**config.mk**
```make
export PLATFORM = sky130hd
export DESIGN_NAME = jtag_boundary_scan_tap
export DESIGN_NICKNAME = d
export VERILOG_FILES = /design/src/rtl/jtag_pkg.sv /design/src/rtl/jtag_tap_fsm.sv /design/src/rtl/jtag_boundary_scan_tap.sv
export SDC_FILE = /design/constraint.sdc
export NUM_CORES = 1
export LEC_CHECK = 0
export CORE_MARGIN = 4
export CORE_UTILIZATION = 55
export CTS_CLUSTER_DIAMETER = 60
export DETAILED_ROUTE_END_ITERATION = 6
export PLACE_DENSITY = 0.8
export REMOVE_ABC_BUFFERS = 1
export SETUP_SLACK_MARGIN = 0.4
export SLEW_MARGIN = 20
export SYNTH_ARGS = -nofsm -noshare
export SYNTH_HDL_FRONTEND = slang
export SYNTH_SLANG_ARGS = --single-unit
```
**constraint.sdc**
```tcl
create_clock -name TCK -period 6.4 [get_ports TCK]
set_input_delay 1.92 -clock TCK [delete_from_list [all_inputs] [get_ports TCK]]
set_output_delay 1.92 -clock TCK [all_outputs]
set_load 0.01 [all_outputs]
```
**src/rtl/jtag_pkg.sv**
```systemverilog
// Shared TAP definitions: state encoding, instruction classes, opcodes, IR capture pattern.
package jtag_pkg;

  // 4-bit TAP state encoding (IEEE 1149.1 customary values)
  typedef enum logic [3:0] {
    TAP_EXIT2_DR   = 4'h0,
    TAP_EXIT1_DR   = 4'h1,
    TAP_SHIFT_DR   = 4'h2,
    TAP_PAUSE_DR   = 4'h3,
    TAP_SELECT_IR  = 4'h4,
    TAP_UPDATE_DR  = 4'h5,
    TAP_CAPTURE_DR = 4'h6,
    TAP_SELECT_DR  = 4'h7,
    TAP_EXIT2_IR   = 4'h8,
    TAP_EXIT1_IR   = 4'h9,
    TAP_SHIFT_IR   = 4'hA,
    TAP_PAUSE_IR   = 4'hB,
    TAP_RUN_IDLE   = 4'hC,
    TAP_UPDATE_IR  = 4'hD,
    TAP_CAPTURE_IR = 4'hE,
    TAP_RESET      = 4'hF
  } tap_state_e;

  // Decoded instruction classes; every unknown opcode falls into BYPASS
  typedef enum logic [1:0] {
    INSTR_EXTEST,
    INSTR_IDCODE,
    INSTR_SAMPLE,
    INSTR_BYPASS
  } instr_e;

  // Opcode values, zero-extended to the IR width at the point of use
  localparam int OPC_EXTEST = 0;
  localparam int OPC_IDCODE = 1;
  localparam int OPC_SAMPLE = 2;

  // Low bits loaded into the IR shift stage on Capture-IR
  localparam logic [1:0] IR_CAPTURE = 2'b01;

  // Map a (zero-extended) IR value onto its instruction class
  function automatic instr_e decode_ir(input logic [31:0] ir);
    if (ir == 32'(OPC_EXTEST))      return INSTR_EXTEST;
    else if (ir == 32'(OPC_IDCODE)) return INSTR_IDCODE;
    else if (ir == 32'(OPC_SAMPLE)) return INSTR_SAMPLE;
    else                            return INSTR_BYPASS;
  endfunction

endpackage

```
**src/rtl/jtag_tap_fsm.sv**
```systemverilog
// 16-state TAP controller; emits one strobe per action state for the register file.
module jtag_tap_fsm
  import jtag_pkg::*;
(
  input  logic tck_i,
  input  logic trst_ni,
  input  logic tms_i,
  output logic capture_dr_o,
  output logic shift_dr_o,
  output logic update_dr_o,
  output logic capture_ir_o,
  output logic shift_ir_o,
  output logic update_ir_o,
  output logic tlr_o
);

  tap_state_e state_q, state_d;

  // Next state chosen by TMS from the current state
  always_comb begin
    state_d = state_q;
    case (state_q)
      TAP_RESET:      state_d = tms_i ? TAP_RESET     : TAP_RUN_IDLE;
      TAP_RUN_IDLE:   state_d = tms_i ? TAP_SELECT_DR : TAP_RUN_IDLE;
      TAP_SELECT_DR:  state_d = tms_i ? TAP_SELECT_IR : TAP_CAPTURE_DR;
      TAP_CAPTURE_DR: state_d = tms_i ? TAP_EXIT1_DR  : TAP_SHIFT_DR;
      TAP_SHIFT_DR:   state_d = tms_i ? TAP_EXIT1_DR  : TAP_SHIFT_DR;
      TAP_EXIT1_DR:   state_d = tms_i ? TAP_UPDATE_DR : TAP_PAUSE_DR;
      TAP_PAUSE_DR:   state_d = tms_i ? TAP_EXIT2_DR  : TAP_PAUSE_DR;
      TAP_EXIT2_DR:   state_d = tms_i ? TAP_UPDATE_DR : TAP_SHIFT_DR;
      TAP_UPDATE_DR:  state_d = tms_i ? TAP_SELECT_DR : TAP_RUN_IDLE;
      TAP_SELECT_IR:  state_d = tms_i ? TAP_RESET     : TAP_CAPTURE_IR;
      TAP_CAPTURE_IR: state_d = tms_i ? TAP_EXIT1_IR  : TAP_SHIFT_IR;
      TAP_SHIFT_IR:   state_d = tms_i ? TAP_EXIT1_IR  : TAP_SHIFT_IR;
      TAP_EXIT1_IR:   state_d = tms_i ? TAP_UPDATE_IR : TAP_PAUSE_IR;
      TAP_PAUSE_IR:   state_d = tms_i ? TAP_EXIT2_IR  : TAP_PAUSE_IR;
      TAP_EXIT2_IR:   state_d = tms_i ? TAP_UPDATE_IR : TAP_SHIFT_IR;
      TAP_UPDATE_IR:  state_d = tms_i ? TAP_SELECT_DR : TAP_RUN_IDLE;
      default:        state_d = TAP_RESET;
    endcase
  end

  // State register, forced to Test-Logic-Reset by TRST_N
  always_ff @(posedge tck_i or negedge trst_ni) begin
    if (!trst_ni) state_q <= TAP_RESET;
    else          state_q <= state_d;
  end

  // Strobes are true during the state whose action happens on the coming edge
  assign capture_dr_o = (state_q == TAP_CAPTURE_DR);
  assign shift_dr_o   = (state_q == TAP_SHIFT_DR);
  assign update_dr_o  = (state_q == TAP_UPDATE_DR);
  assign capture_ir_o = (state_q == TAP_CAPTURE_IR);
  assign shift_ir_o   = (state_q == TAP_SHIFT_IR);
  assign update_ir_o  = (state_q == TAP_UPDATE_IR);
  // Asserted on the edge that lands in (or stays in) Test-Logic-Reset, so the
  // logic reset is complete as soon as the controller arrives there.
  assign tlr_o        = (state_d == TAP_RESET);

endmodule

```
**src/rtl/jtag_boundary_scan_tap.sv**
```systemverilog
// TAP top: instruction register, IDCODE/bypass/boundary-scan registers and pin muxes.
module jtag_boundary_scan_tap
  import jtag_pkg::*;
#(
  parameter int          IN_W       = 34,
  parameter int          OUT_W      = 17,
  parameter int          IR_W       = 4,
  parameter logic [31:0] IDCODE_VAL = 32'h1000_0001
) (
  input  logic             TCK,
  input  logic             TRST_N,
  input  logic             TMS,
  input  logic             TDI,
  output logic             TDO,
  output logic             TDO_EN,
  input  logic [IN_W-1:0]  sys_pin_in,
  output logic [IN_W-1:0]  module_pin_in,
  input  logic [OUT_W-1:0] module_pin_out,
  output logic [OUT_W-1:0] sys_pin_out
);

  localparam int L = IN_W + OUT_W;

  logic capture_dr, shift_dr, update_dr;
  logic capture_ir, shift_ir, update_ir;
  logic tlr;

  jtag_tap_fsm u_fsm (
    .tck_i        (TCK),
    .trst_ni      (TRST_N),
    .tms_i        (TMS),
    .capture_dr_o (capture_dr),
    .shift_dr_o   (shift_dr),
    .update_dr_o  (update_dr),
    .capture_ir_o (capture_ir),
    .shift_ir_o   (shift_ir),
    .update_ir_o  (update_ir),
    .tlr_o        (tlr)
  );

  logic [IR_W-1:0] ir_q, ir_sr_q;
  logic [L-1:0]    bsr_sr_q, bsr_upd_q;
  logic [31:0]     id_sr_q;
  logic            byp_q;
  instr_e          instr;
  logic            bsr_sel;

  assign instr   = decode_ir(32'(ir_q));
  assign bsr_sel = (instr == INSTR_EXTEST) || (instr == INSTR_SAMPLE);

  // Instruction register: capture pattern, shift toward TDO, commit on Update-IR
  always_ff @(posedge TCK or negedge TRST_N) begin
    if (!TRST_N) begin
      ir_q    <= IR_W'(OPC_IDCODE);
      ir_sr_q <= '0;
    end else if (tlr) begin
      ir_q    <= IR_W'(OPC_IDCODE);
      ir_sr_q <= '0;
    end else begin
      if (capture_ir)    ir_sr_q <= IR_W'(IR_CAPTURE);
      else if (shift_ir) ir_sr_q <= {TDI, ir_sr_q[IR_W-1:1]};
      if (update_ir)     ir_q    <= ir_sr_q;
    end
  end

  // Data registers: only the register selected by the active instruction moves
  always_ff @(posedge TCK or negedge TRST_N) begin
    if (!TRST_N) begin
      bsr_sr_q  <= '0;
      bsr_upd_q <= '0;
      id_sr_q   <= '0;
      byp_q     <= 1'b0;
    end else if (tlr) begin
      bsr_sr_q  <= '0;
      bsr_upd_q <= '0;
      id_sr_q   <= '0;
      byp_q     <= 1'b0;
    end else begin
      if (capture_dr) begin
        case (instr)
          INSTR_IDCODE: id_sr_q  <= IDCODE_VAL;
          INSTR_BYPASS: byp_q    <= 1'b0;
          default:      bsr_sr_q <= {module_pin_out, sys_pin_in};
        endcase
      end else if (shift_dr) begin
        case (instr)
          INSTR_IDCODE: id_sr_q  <= {TDI, id_sr_q[31:1]};
          INSTR_BYPASS: byp_q    <= TDI;
          default:      bsr_sr_q <= {TDI, bsr_sr_q[L-1:1]};
        endcase
      end
      // Update latches only follow the chain for the two BSR instructions
      if (update_dr && bsr_sel) bsr_upd_q <= bsr_sr_q;
    end
  end

  // Serial output: bit 0 of whichever stage is shifting, low otherwise
  always_comb begin
    TDO = 1'b0;
    if (shift_ir) begin
      TDO = ir_sr_q[0];
    end else if (shift_dr) begin
      case (instr)
        INSTR_IDCODE: TDO = id_sr_q[0];
        INSTR_BYPASS: TDO = byp_q;
        default:      TDO = bsr_sr_q[0];
      endcase
    end
  end

  assign TDO_EN = shift_ir | shift_dr;

  // EXTEST drives both pin directions from the update latches; otherwise transparent
  assign module_pin_in = (instr == INSTR_EXTEST) ? bsr_upd_q[IN_W-1:0] : sys_pin_in;
  assign sys_pin_out   = (instr == INSTR_EXTEST) ? bsr_upd_q[L-1:IN_W] : module_pin_out;

endmodule
```
# Word-level counts from Yosys, hierarchy flattened
# Index checks and enable logic that the tools add are counted.
# classes
add_sub_neg	0
n_mul	0
n_div	0
order_cmp	0
n_eq_ne	23
shifts	0
mux	43
bitwise	1
reduce_logical	18
# ops
operator	count
two-way mux 51 bit	7
two-way mux 32 bit	5
one-hot mux 4 bit (12 select lines)	1
== test 4 bit, second input constant	9
two-way mux 34 bit	1
two-way mux 4 bit	6
two-way mux 17 bit	1
== test 4 x 3 -> 1 bit, second input constant	4
two-way mux 2 bit	8
== test 4 x 2 -> 1 bit, second input constant	3
two-way mux 3 bit	4
two-way mux 1 bit	9
== test 4 x 1 -> 1 bit, second input constant	2
logical NOT 4 bit	2
nonzero test 2 bit	4
!= test 3 x 2 -> 1 bit, second input constant	2
nonzero test 3 bit	2
OR reduction 2 bit	3
== test 2 bit, second input constant	2
AND reduction 2 bit	2
AND reduction 3 bit	1
OR reduction 3 bit	1
== test 2 x 1 -> 1 bit, second input constant	1
logical NOT 2 bit	1
other kinds (4)	4
# word_totals
regBits	147
latch_bits	0
mem_bits_rw	0
romBits	0
inputBits	55
output_inout_bits	53
n_memories	0

# Logic depth before layout (Yosys ltp)
# Gate-level depths: netlist of the first run.
# logic_depth
depth_word	10
ltp_mapped	6

# Hierarchy
# Synthesis of the first run repeated with hierarchy kept, for this count alone.
# unflattened
hier_cells	559
hier_area_um2	7151.9
# modules_own_cells
module	instances	cells_each	area_each_um2
jtag_boundary_scan_tap	1	526	6866.6
jtag_tap_fsm	1	33	285.3

# Worst setup path after synthesis of the first run
# Ideal clock, no wire load.
# synth_path
path_kind	input-to-output
startpoint	in sys_pin_in[0]
endpoint	out module_pin_in[0]
arrival_time_ns	2.232
required_ns	4.480
path_slack_ns	2.248
cell_stages	1
path_cell_list	mux2_1
# synth_between
elab_chain_len	1
# synth_lines
element	line_no	text
start, declared	jtag_boundary_scan_tap.sv:16	input logic [IN_W-1:0] sys_pin_in,
two-way mux 34 bit	jtag_boundary_scan_tap.sv:114	assign module_pin_in = (instr == INSTR_EXTEST) ? bsr_upd_q[IN_W-1:0] : sys_pin_in;
end, declared	jtag_boundary_scan_tap.sv:17	output logic [IN_W-1:0] module_pin_in,
# No other way between the ends.

# Worst setup path after layout of the first run
# layout_path
startpoint	in module_pin_out[8]
endpoint	out sys_pin_out[8]
# layout_between
elab_chain_len	1
# layout_lines
element	line_no	text
start, declared	jtag_boundary_scan_tap.sv:18	input logic [OUT_W-1:0] module_pin_out,
two-way mux 17 bit	jtag_boundary_scan_tap.sv:115	assign sys_pin_out = (instr == INSTR_EXTEST) ? bsr_upd_q[L-1:IN_W] : module_pin_out;
end, declared	jtag_boundary_scan_tap.sv:19	output logic [OUT_W-1:0] sys_pin_out
# No other way between the ends.

==> qor_table.md, run 1 <==
| Metric | Reported |
|:---|:---|
| Share of synthesized area occupied by flip-flops and latches | 45.42% |
| Cell row count | 44 |
| Overall routing resource usage | 24.86% |
| CTS root buf | clkbuf_16 |
| Hold violation count in the final report | 0 |
| Register cell area after layout | 0.003689 mm2 |
| Worst Max-Slew Pin Slew | 1.164 ns |
| Cts repair resizes | 0 |
| Gp weighted congestion | 0.7949 |
| Diode count | 0 |
| Static power due to leakage | 3.922 nW |
| CTS Buffer Depth | 2 |
| DR WL/cell | 20.38 um |
| Gate count of the mapped netlist | 756 |
| Data arrival, critical path | 3.22 ns |
| Max-cap viol count | 0 |
| Number of failing setup endpoints in the final timing report | 0 |
| Total wirelength of the detailed-routed design | 20.46 mm |
| Core ar. | 0.01448 mm2 |
| Top-level I/O count | 108 |
| Number of hold buffers added after CTS | 0 |
| Setup_tns | 0 ns |
| Worst Hold Launch | ir_sr_q[2] |
| Period Utilization, post-route | 80.33% |
| Startpoint types | input pin |
| Launching instance or port of the critical path | module_pin_out[8] |
| Ratio of total power to cell area | 552.1 mW/mm2 |
| Count of unresolved DRC violations after routing | 0 |
| Nets | 862 |
| Headroom to the max-slew limit | 22.40% |
| Synth area leader | dfrtp_1 |
| CTS buffer count | 17 |
| Depth of the CTS H-tree | 4 |
| Synthesized area per cell | 10.73 um2 |
| Worst vdd rail ir drop | 0.0003154 V |
| Unrepaired setup endpoints after global routing | no |
| Fraction of layout instances using a drive strength above 1 | 14.51% |
| Area of the multi-input gates | 0.003869 mm2 |
| Via count of the first global-routing pass | 6534 |
| Detailed placer's ending HPWL | 11.89 mm |
| Type of the worst setup path | in2out |
| Number of enable-type register cells in the synthesized netlist | 0 |
| Worst hold slack after final layout | 0.5340 ns |
| Number of input and output port buffers inserted | 107 |
| Initial Utilization | 56.03% |
| Maximum number of pins on one net before global-route repair | 102 |
| Most used flip-flop cell after synthesis | dfrtp_1 |
| CTS tree | yes |
| Detailed router's first-iteration violation count | 567 |
| List of most frequent post-synthesis cells | dfrtp_1, a21oi_1, o21ai_0 |
| Y dimension of the die | 129.5 um |
| Mapped Area | 0.008113 mm2 |
| Worst Setup Slack post-DPL | 1.281 ns |
| Wire length of the first global-routing pass | 33.40 mm |
| Required arrival time at the worst endpoint | 4.48 ns |
| Post-CTS clock slew at the launch and capture registers of the worst setup and hold paths | 0.06 ns |
| Area growth from synthesis to layout | 19.02% |
| Number of fill cells in the layout | 1058 |
| Die Outline Area | 0.01676 mm2 |
| Clock Sinks | 147 |
| 1st-pass router iterations | 5 |
| Area fraction of the dominant cell type after synthesis | 43.80% |
| Final Max Slew Viols | 0 |
| Vias after detailed routing | 6487 |
| Global route total overflow | 0 |
| Setup skew after layout | 0.006939 ns |
| Width of the die | 129.5 um |
| Post-synthesis sequential element count | 147 |
| Largest cells by area after synthesis | dfrtp_1, a21oi_1, a211oi_2, mux2_1, mux2i_1 |
| Post-detailed-route via-to-cell ratio | 6.461 |
| Fraction of registers with async set/reset | 100.0% |
| Count of cell types in the netlist | 50 |
| R2R Path Start | u_fsm.state_q[2] |
| Clock insertion delay at the later pin of the skew report | 0.43 ns |
| Critical path capture point type | output port |
| Crit path setup slack, layout | 1.259 ns |
| Final period demand of the worst path | 5.141 ns |
| Maximum fanout along the worst path | 2 |
| Yosys warnings | 0 |
| Fmax | 194.5 MHz |
| Cell with the most instances after synthesis | dfrtp_1 |
| Antenna viol nets, final | 0 |
| Outcome | complete, no violations |
| Worst hold path type | reg2reg |
| Number of antenna violations at the first check in global routing | 0 |
| Total power | 5.331 mW |
| # Post-CTS Setup Buffers | 0 |
-- final cells by class --
cell class	instances	share of cell area, %
clock inverter	13	2.397
timing repair buffer	121	12.32
clock buffer	19	4.587
tap	184	2.384
inverter	1	0.03888
sequential	147	38.20
multi-input combinational	519	40.07
-- where the power goes --
group	total, mW	switching [mW]	internal, mW
Sequential	1.66	0.337	1.32
Combinational	2.53	1.41	1.11
Clock	1.14	0.401	0.741
Total	5.33	2.15	3.18
-- state kept, by name (all words and copies together) (netlist names) --
name	cells
id_sr_q	32
ir_q	4
bsr_upd_q	51
u_fsm.state_q	4
byp_q	1
bsr_sr_q	51
ir_sr_q	4
-- metal layers --
metal	track usage (%)	up-vias	share of wire, %	wire length [um]
li1	-	2923	-	-
met1	33.41	3283	43	8696
met2	41.10	251	50	10230
met3	5.688	30	6.2	1271
met4	6.479	0	1.3	259
met5	0	-	0	0
-- metrics by stage --
step / cells / area, um2 / utilization, %
floorplan: 667 / 7538 / -
global placement: 972 / 8981 / 62.03
detailed placement: 972 / 8981 / 62.03
CTS: 1004 / 9656 / 66.69
global route: 1004 / 9656 / 66.69
finish: 1004 / 9656 / 66.69
-- worst max-delay path, cell delays in order --
cell and delay (ns):
clkdlybuf4s50_1 0.46, mux2_1 0.31, clkdlybuf4s50_1 0.53
-- kinds of logic (layout without fill, tap and decap cells) --
| family | count (synthesis) | count (layout) | synth area share, % |
|---|---|---|---|
| AO/OA/AOI/OAI | 287 | 287 | 23.04 |
| buffers and inverters | 90 | 154 | 7.125 |
| flip-flops | 147 | 147 | 45.42 |
| multiplexers | 106 | 106 | 13.90 |
| AND/OR/NAND/NOR | 126 | 126 | 10.52 |
-- placed cells by master, fill, tap and decap left out, types with 4 or more instances in the layout --
cell type / Yosys / final
clkbuf_16: 0 / 17
o21ai_0: 64 / 64
o21ai_1: 21 / 21
dfrtp_1: 142 / 142
mux2_1: 50 / 50
nand3_1: 53 / 53
nor3_1: 5 / 5
dfstp_2: 5 / 4
a21oi_1: 137 / 137
a211oi_2: 50 / 50
bufinv_16: 0 / 6
clkdlybuf4s50_1: 0 / 106
nor2_1: 7 / 7
nand2_1: 8 / 8
mux2i_1: 53 / 53
nand2b_1: 4 / 4
nand4b_1: 30 / 30
buf_4: 5 / 13
-- path summary, 6_finish.rpt --
kind | depth (start not counted) | endpoint | slack, ns
max | 3 | sys_pin_out[8] | 1.26
min | 2 | ir_sr_q[2] | 0.53
max reg2reg | 5 | bsr_upd_q[29] | 3.03
min reg2reg | 2 | ir_sr_q[2] | 0.53
max in group asynchronous | 2 | bsr_upd_q[10] | 3.61
min in group asynchronous | 1 | ir_sr_q[0] | 1.58
No activity file was read; power rests on OpenSTA's default activity.
==> run 2, diff against run 1 <==
==> constraint.sdc (replaced) <==
create_clock -name TCK -period 5.3 [get_ports TCK]
set_input_delay 1.59 -clock TCK [delete_from_list [all_inputs] [get_ports TCK]]
set_output_delay 1.59 -clock TCK [all_outputs]
set_load 0.01 [all_outputs]
==> run 2 against run 1 <==
Worst hold slack gained 0.0056 ns; total power increased by 20%; highest routed layer unchanged; via count shrank 1.2%; clock skew shrank 0.0020 ns; first-iteration DRC count increased by 21%; utilization grew 0.20 points.
==> qor_table.md, run 2 (synthesis results as in run 1) <==
| Metric | Reported |
|:---|:---|
| Ratio of total power to cell area | 659.9 mW/mm2 |
| Period Utilization, post-route | 84.51% |
| Crit path setup slack, layout | 0.8208 ns |
| Most common cell after layout, fill and taps aside | dfrtp_1 |
| CTS buffer count | 17 |
| Top-level I/O count | 108 |
| Largest regs | bsr_sr_q: 51 flops, bsr_upd_q: 51 flops, id_sr_q: 32 flops |
| Nets | 861 |
| Diode count | 0 |
| Type of the worst setup path | in2out |
| Final period demand of the worst path | 4.479 ns |
| Setup skew after layout | 0.004940 ns |
| Post-detailed-route via-to-cell ratio | 6.391 |
| Gp weighted congestion | 0.7777 |
| # Post-CTS Setup Buffers | 0 |
| Data arrival, critical path | 2.89 ns |
| Die Outline Area | 0.01676 mm2 |
| Worst Reg2Reg Path Length in Cells | 4 |
| Number of antenna violations at the first check in global routing | 0 |
| Global route total overflow | 0 |
| 1st-pass router iterations | 5 |
| Vias after detailed routing | 6410 |
| Final Max Slew Viols | 0 |
| Most frequent cells in the layout | dfrtp_1, a21oi_1, clkdlybuf4s50_1 |
| Worst Max-Slew Pin Slew | 1.131 ns |
| Met2 Resource Use GR | 37.84% |
| Fraction of layout instances using a drive strength above 1 | 14.53% |
| Met1 GRT Util | 33.23% |
| Unrepaired setup endpoints after global routing | no |
| Number of failing setup endpoints in the final timing report | 0 |
| Clock insertion delay at the later pin of the skew report | 0.42 ns |
| Outcome | complete, no violations |
| Initial Utilization | 56.03% |
| Detailed placer's ending HPWL | 11.21 mm |
| CTS tree | yes |
| Via count of the first global-routing pass | 6492 |
| Count of unresolved DRC violations after routing | 0 |
| Width of the die | 129.5 um |
| Area growth from synthesis to layout | 19.37% |
| CTS root buf | clkbuf_16 |
| Filler-free cell count of the finished design | 1003 |
| Maximum number of pins on one net before global-route repair | 144 |
| Maximum fanout along the worst path | 2 |
| Worst hold path type | reg2reg |
| Hold violation count in the final report | 0 |
| Worst vdd rail ir drop | 0.0004873 V |
| Global routing met3 resource utilization | 5.812% |
| Number of cells after detailed placement | 969 |
| Gr busiest metal | met2 |
| Cts repair resizes | 0 |
| Core ar. | 0.01448 mm2 |
| Total wirelength of the detailed-routed design | 19.60 mm |
| Hold Path Cell Cnt | 2 |
| Max-cap viol count | 0 |
| Required arrival time at the worst endpoint | 3.71 ns |
| Clock Sinks | 147 |
| Overall routing resource usage | 24.01% |
| CTS Buffer Depth | 2 |
| Headroom to the max-slew limit | 24.61% |
| Startpoint types | input pin |
| Wire length of the first global-routing pass | 32.53 mm |
| Setup_tns | 0 ns |
| Depth of the CTS H-tree | 4 |
| Number of input and output port buffers inserted | 107 |
| Y dimension of the die | 129.5 um |
| Static power due to leakage | 3.919 nW |
| Worst Setup Slack post-DPL | 0.8333 ns |
| Number of hold buffers added after CTS | 0 |
| Fmax | 223.3 MHz |
| Number of fill cells in the layout | 1060 |
| Critical path capture point type | output port |
| Cell row count | 44 |
| Antenna viol nets, final | 0 |
| Detailed router's first-iteration violation count | 686 |
| Post-CTS clock slew at the launch and capture registers of the worst setup and hold paths | 0.06 ns |
| DR WL/cell | 19.54 um |
==> run 2: per-layer routing <==
metal	wire, um	vias to the layer above
li1	-	2912
met1	8576	3188
met2	9477	283
met3	1263	27
met4	286	0
met5	0	-
==> run 2: critical path, cell delays in order <==
cell and delay (ns):
clkdlybuf4s50_1 0.46, mux2_1 0.31, clkdlybuf4s50_1 0.53
==> run 2: stage by stage <==
stage | power [mW] | util [%] | area, um2 | hold WS [ns]
after CTS | 6.397 | 66.54 | 9634 | 0.5405
final | 6.390 | 66.89 | 9684 | 0.5396
after floorplan | 3.866 | - | 7538 | 0.4994
after global placement | 4.908 | 61.96 | 8971 | 0.5251
after detailed placement | 5.007 | 61.96 | 8971 | 0.5329
after global routing | 6.785 | 66.89 | 9684 | 0.5655
==> run 2: worst paths after layout <==
| check | startpoint | end | slack (ns) |
|---|---|---|---|
| min in group asynchronous | TRST_N | ir_sr_q[1] | 1.08 |
| max in group asynchronous | TRST_N | bsr_upd_q[45] | 3.13 |
| min reg2reg | bsr_upd_q[0] | bsr_upd_q[0] | 0.54 |
| max reg2reg | ir_q[3] | bsr_sr_q[8] | 2.60 |
| max | module_pin_out[8] | sys_pin_out[8] | 0.82 |
| min | bsr_upd_q[0] | bsr_upd_q[0] | 0.54 |
==> run 2: power breakdown <==
part           internal (mW)  switching [mW]
sequential              1.60           0.409
combinational           1.36            1.67
clock                  0.878           0.478
==> run 2: area by class of cell <==
type | count | area [um2] | share of cell area, %
Multi-Input combinational cell | 519 | 3869 | 39.95
Sequential cell | 147 | 3689 | 38.09
Timing Repair Buffer | 120 | 1230 | 12.70
Clock buffer | 17 | 425.4 | 4.393
Clock inverter | 15 | 237.7 | 2.455
Tap cell | 184 | 230.2 | 2.377
Inverter | 1 | 3.754 | 0.03876
==> run 3, diff against run 2 <==
--- a/config.mk
+++ b/config.mk
@@ -6,10 +6,10 @@
 export NUM_CORES = 1
 export LEC_CHECK = 0
 export CORE_MARGIN = 4
-export CORE_UTILIZATION = 55
+export CORE_UTILIZATION = 50
 export CTS_CLUSTER_DIAMETER = 60
 export DETAILED_ROUTE_END_ITERATION = 6
-export PLACE_DENSITY = 0.8
+export PLACE_DENSITY = 0.76
 export REMOVE_ABC_BUFFERS = 1
 export SETUP_SLACK_MARGIN = 0.4
 export SLEW_MARGIN = 20
==> constraint.sdc (replaced) <==
create_clock -name TCK -period 3.92 [get_ports TCK]
set_input_delay 1.176 -clock TCK [delete_from_list [all_inputs] [get_ports TCK]]
set_output_delay 1.176 -clock TCK [all_outputs]
set_load 0.01 [all_outputs]
==> run 3 against run 2 <==
Die area is 9.4% higher; register-to-register slack worse by 1.4 ns; utilization down 6.1 points; sequential power increased by 33%; first-iteration DRC count is 24% lower; sequential share of layout area increased by 0.12 points; cell area shrank 0.27%; total power rose by 31%; cell count grew 4.0%; clock power grew 16%; via count decreased by 0.22%; critical path type is now reg2out; critical endpoint is now sys_pin_out[9].
==> qor_table.md, run 3 (synthesis results as in run 1) <==
| Metric | Reported |
|:---|:---|
| Outcome | complete, no violations |
| Period Utilization, post-route | 88.56% |
| Via count of the first global-routing pass | 6497 |
| Initial Utilization | 51.07% |
| CTS root buf | clkbuf_16 |
| Diode count | 0 |
| Final Max Slew Viols | 0 |
| Category of cells accounting for the largest share of critical-path delay | buffers and inverters |
| Cell seen most often among critical-path stages | buf_4 |
| WP buf/inv | 4 |
| 1st-pass router iterations | 5 |
| Required arrival time at the worst endpoint | 2.74 ns |
| Y dimension of the die | 135.4 um |
| Total power | 8.351 mW |
| Clock Sinks | 147 |
| Worst Max-Slew Pin Slew | 0.8546 ns |
| Maximum number of pins on one net before global-route repair | 126 |
| Register cell area after layout | 0.003690 mm2 |
| Gp weighted congestion | 0.7863 |
| Utilization after layout | 60.80% |
| Part of the total power dissipated in sequential elements | 32.1% |
| Area of the multi-input gates | 0.003869 mm2 |
| Number of fill cells in the layout | 1300 |
| Wire length of the first global-routing pass | 33.60 mm |
| Critical path capture point type | output port |
| Data arrival, critical path | 2.30 ns |
| Peak per-stage delay on the critical path | 0.43 ns |
| DR WL/cell | 19.30 um |
| Maximum fanout along the worst path | 17 |
| Hold violation count in the final report | 0 |
| Most common cell after layout, fill and taps aside | dfrtp_1 |
| Cell-by-cell trace of the critical path | nor4_4, buf_4, buf_4, buf_12, mux2_1, dlygate4sd2_1 |
| Number of antenna violations at the first check in global routing | 0 |
| Worst hold slack after final layout | 0.5363 ns |
| CTS buffer count | 17 |
| Type of the worst setup path | reg2out |
| Nets | 869 |
| Antenna viol nets, final | 0 |
| Max-cap viol count | 0 |
| Area of placed instances | 0.009074 mm2 |
| CTS Buffer Depth | 2 |
| Post-CTS clock slew at the launch and capture registers of the worst setup and hold paths | 0.06 ns |
| Overall routing resource usage | 22.61% |
| Worst vdd rail ir drop | 0.0005163 V |
| Final period demand of the worst path | 3.472 ns |
| Count of unresolved DRC violations after routing | 0 |
| Startpoint types | flip-flop |
| Internal power | 4.848 mW |
| Combinational share of power | 49.0% |
| Setup skew after layout | 0.005733 ns |
| Fmax | 288.0 MHz |
| CTS tree | yes |
| Core ar. | 0.01589 mm2 |
| Cell row count | 46 |
| Unrepaired setup endpoints after global routing | yes |
| Detailed placer's ending HPWL | 11.71 mm |
| Worst Setup Slack post-DPL | 0.2671 ns |
| Post-route standard cell area excluding fillers | 0.009658 mm2 |
| Top-level I/O count | 108 |
| Die Outline Area | 0.01833 mm2 |
| Global route total overflow | 0 |
| Filler-free cell count of the finished design | 1043 |
| Largest regs | bsr_sr_q: 51 flops, bsr_upd_q: 51 flops, id_sr_q: 32 flops |
| Number of hold buffers added after CTS | 0 |
| Slowest stage cell, crit path | dfrtp_2 |
| Crit path setup slack, layout | 0.4483 ns |
| Worst hold path type | reg2reg |
| Static power due to leakage | 4.052 nW |
| Headroom to the max-slew limit | 43.03% |
| Ratio of total power to cell area | 864.7 mW/mm2 |
| Detailed router's first-iteration violation count | 523 |
| Vias after detailed routing | 6396 |
| Most frequent cells in the layout | dfrtp_1, a21oi_1, o21ai_0 |
| Total wirelength of the detailed-routed design | 20.13 mm |
| Number of input and output port buffers inserted | 107 |
| Depth of the CTS H-tree | 4 |
| Number of failing setup endpoints in the final timing report | 0 |
| Width of the die | 135.4 um |
| Setup_tns | 0 ns |
| Number of cells after detailed placement | 1006 |
| Post-detailed-route via-to-cell ratio | 6.132 |
| Area growth from synthesis to layout | 19.05% |
| Fraction of layout instances using a drive strength above 1 | 15.48% |
| Reported net switching power | 3.503 mW |
| Switching share of total power | 41.95% |
| Clock insertion delay at the later pin of the skew report | 0.43 ns |
| Clock share of power | 18.9% |
## run 3: cell count changes in the layout (fill, tap and decap cells not counted), sizes merged
cell           change
clkdlybuf4s50     -51
dlygate4sd2       +50
buf                +9
bufinv             -4
clkinv             +3
dlymetal6s2s       +1
## run 3: per-layer routing
layer  vias up  GRT usage (%)  wire, um
li1       2939              -         -
met1      3220          31.39      9131
met2       209          36.14      9800
met3        28          3.975       914
met4         0          7.559       282
met5         -              0         0
## run 3: area by class of cell
type | count | area share (%)
flip-flops and latches | 147 | 38.20
inverters | 1 | 0.03887
clock buffers | 18 | 4.444
repair buffers | 128 | 13.01
clock inverters | 14 | 1.451
well taps | 216 | 2.798
multi-input cells | 519 | 40.06
## run 3: worst reg2reg max path: cells and delay by family, from the launching register on
kind | cells | cell delay, ns
compound gates | 2 | 0.49
buf+inv | 2 | 1.14
flops | 1 | 0.72
simple gates | 1 | 0.24
## run 3: repair_timing
| item | in CTS | in global routing |
|---|---|---|
| gates resized for setup | 54 | 2 |
| endpoints found under the hold margin | 0 | 0 |
| endpoints found under the setup margin | 51 | 9 |
| pin swaps | 1 | 0 |
| setup buffers | 3 | 1 |
| gates cloned | 1 | 0 |
## run 3: final timing paths
kind                             startpoint              to  slack, ns  cells past startpoint
setup / recovery                    ir_q[2]  sys_pin_out[9]       0.45                      6
hold / removal                 bsr_upd_q[7]    bsr_upd_q[7]       0.54                      2
setup reg to reg           u_fsm.state_q[2]      ir_sr_q[3]       1.19                      5
hold reg to reg                bsr_upd_q[7]    bsr_upd_q[7]       0.54                      2
max in group asynchronous            TRST_N    bsr_sr_q[31]       2.34                      2
min in group asynchronous            TRST_N         ir_q[3]       0.73                      1
## run 3: power by group through the flow
stage / Sequential (mW) / Clock, mW / Combinational [mW]
2_1_floorplan: 2.65 / 0 / 2.58
3_3_place_gp: 2.66 / 0 / 4.02
3_5_place_dp: 2.70 / 0 / 4.13
4_1_cts: 2.67 / 1.60 / 4.10
5_1_grt: 2.76 / 1.67 / 4.45
6_report: 2.68 / 1.58 / 4.09
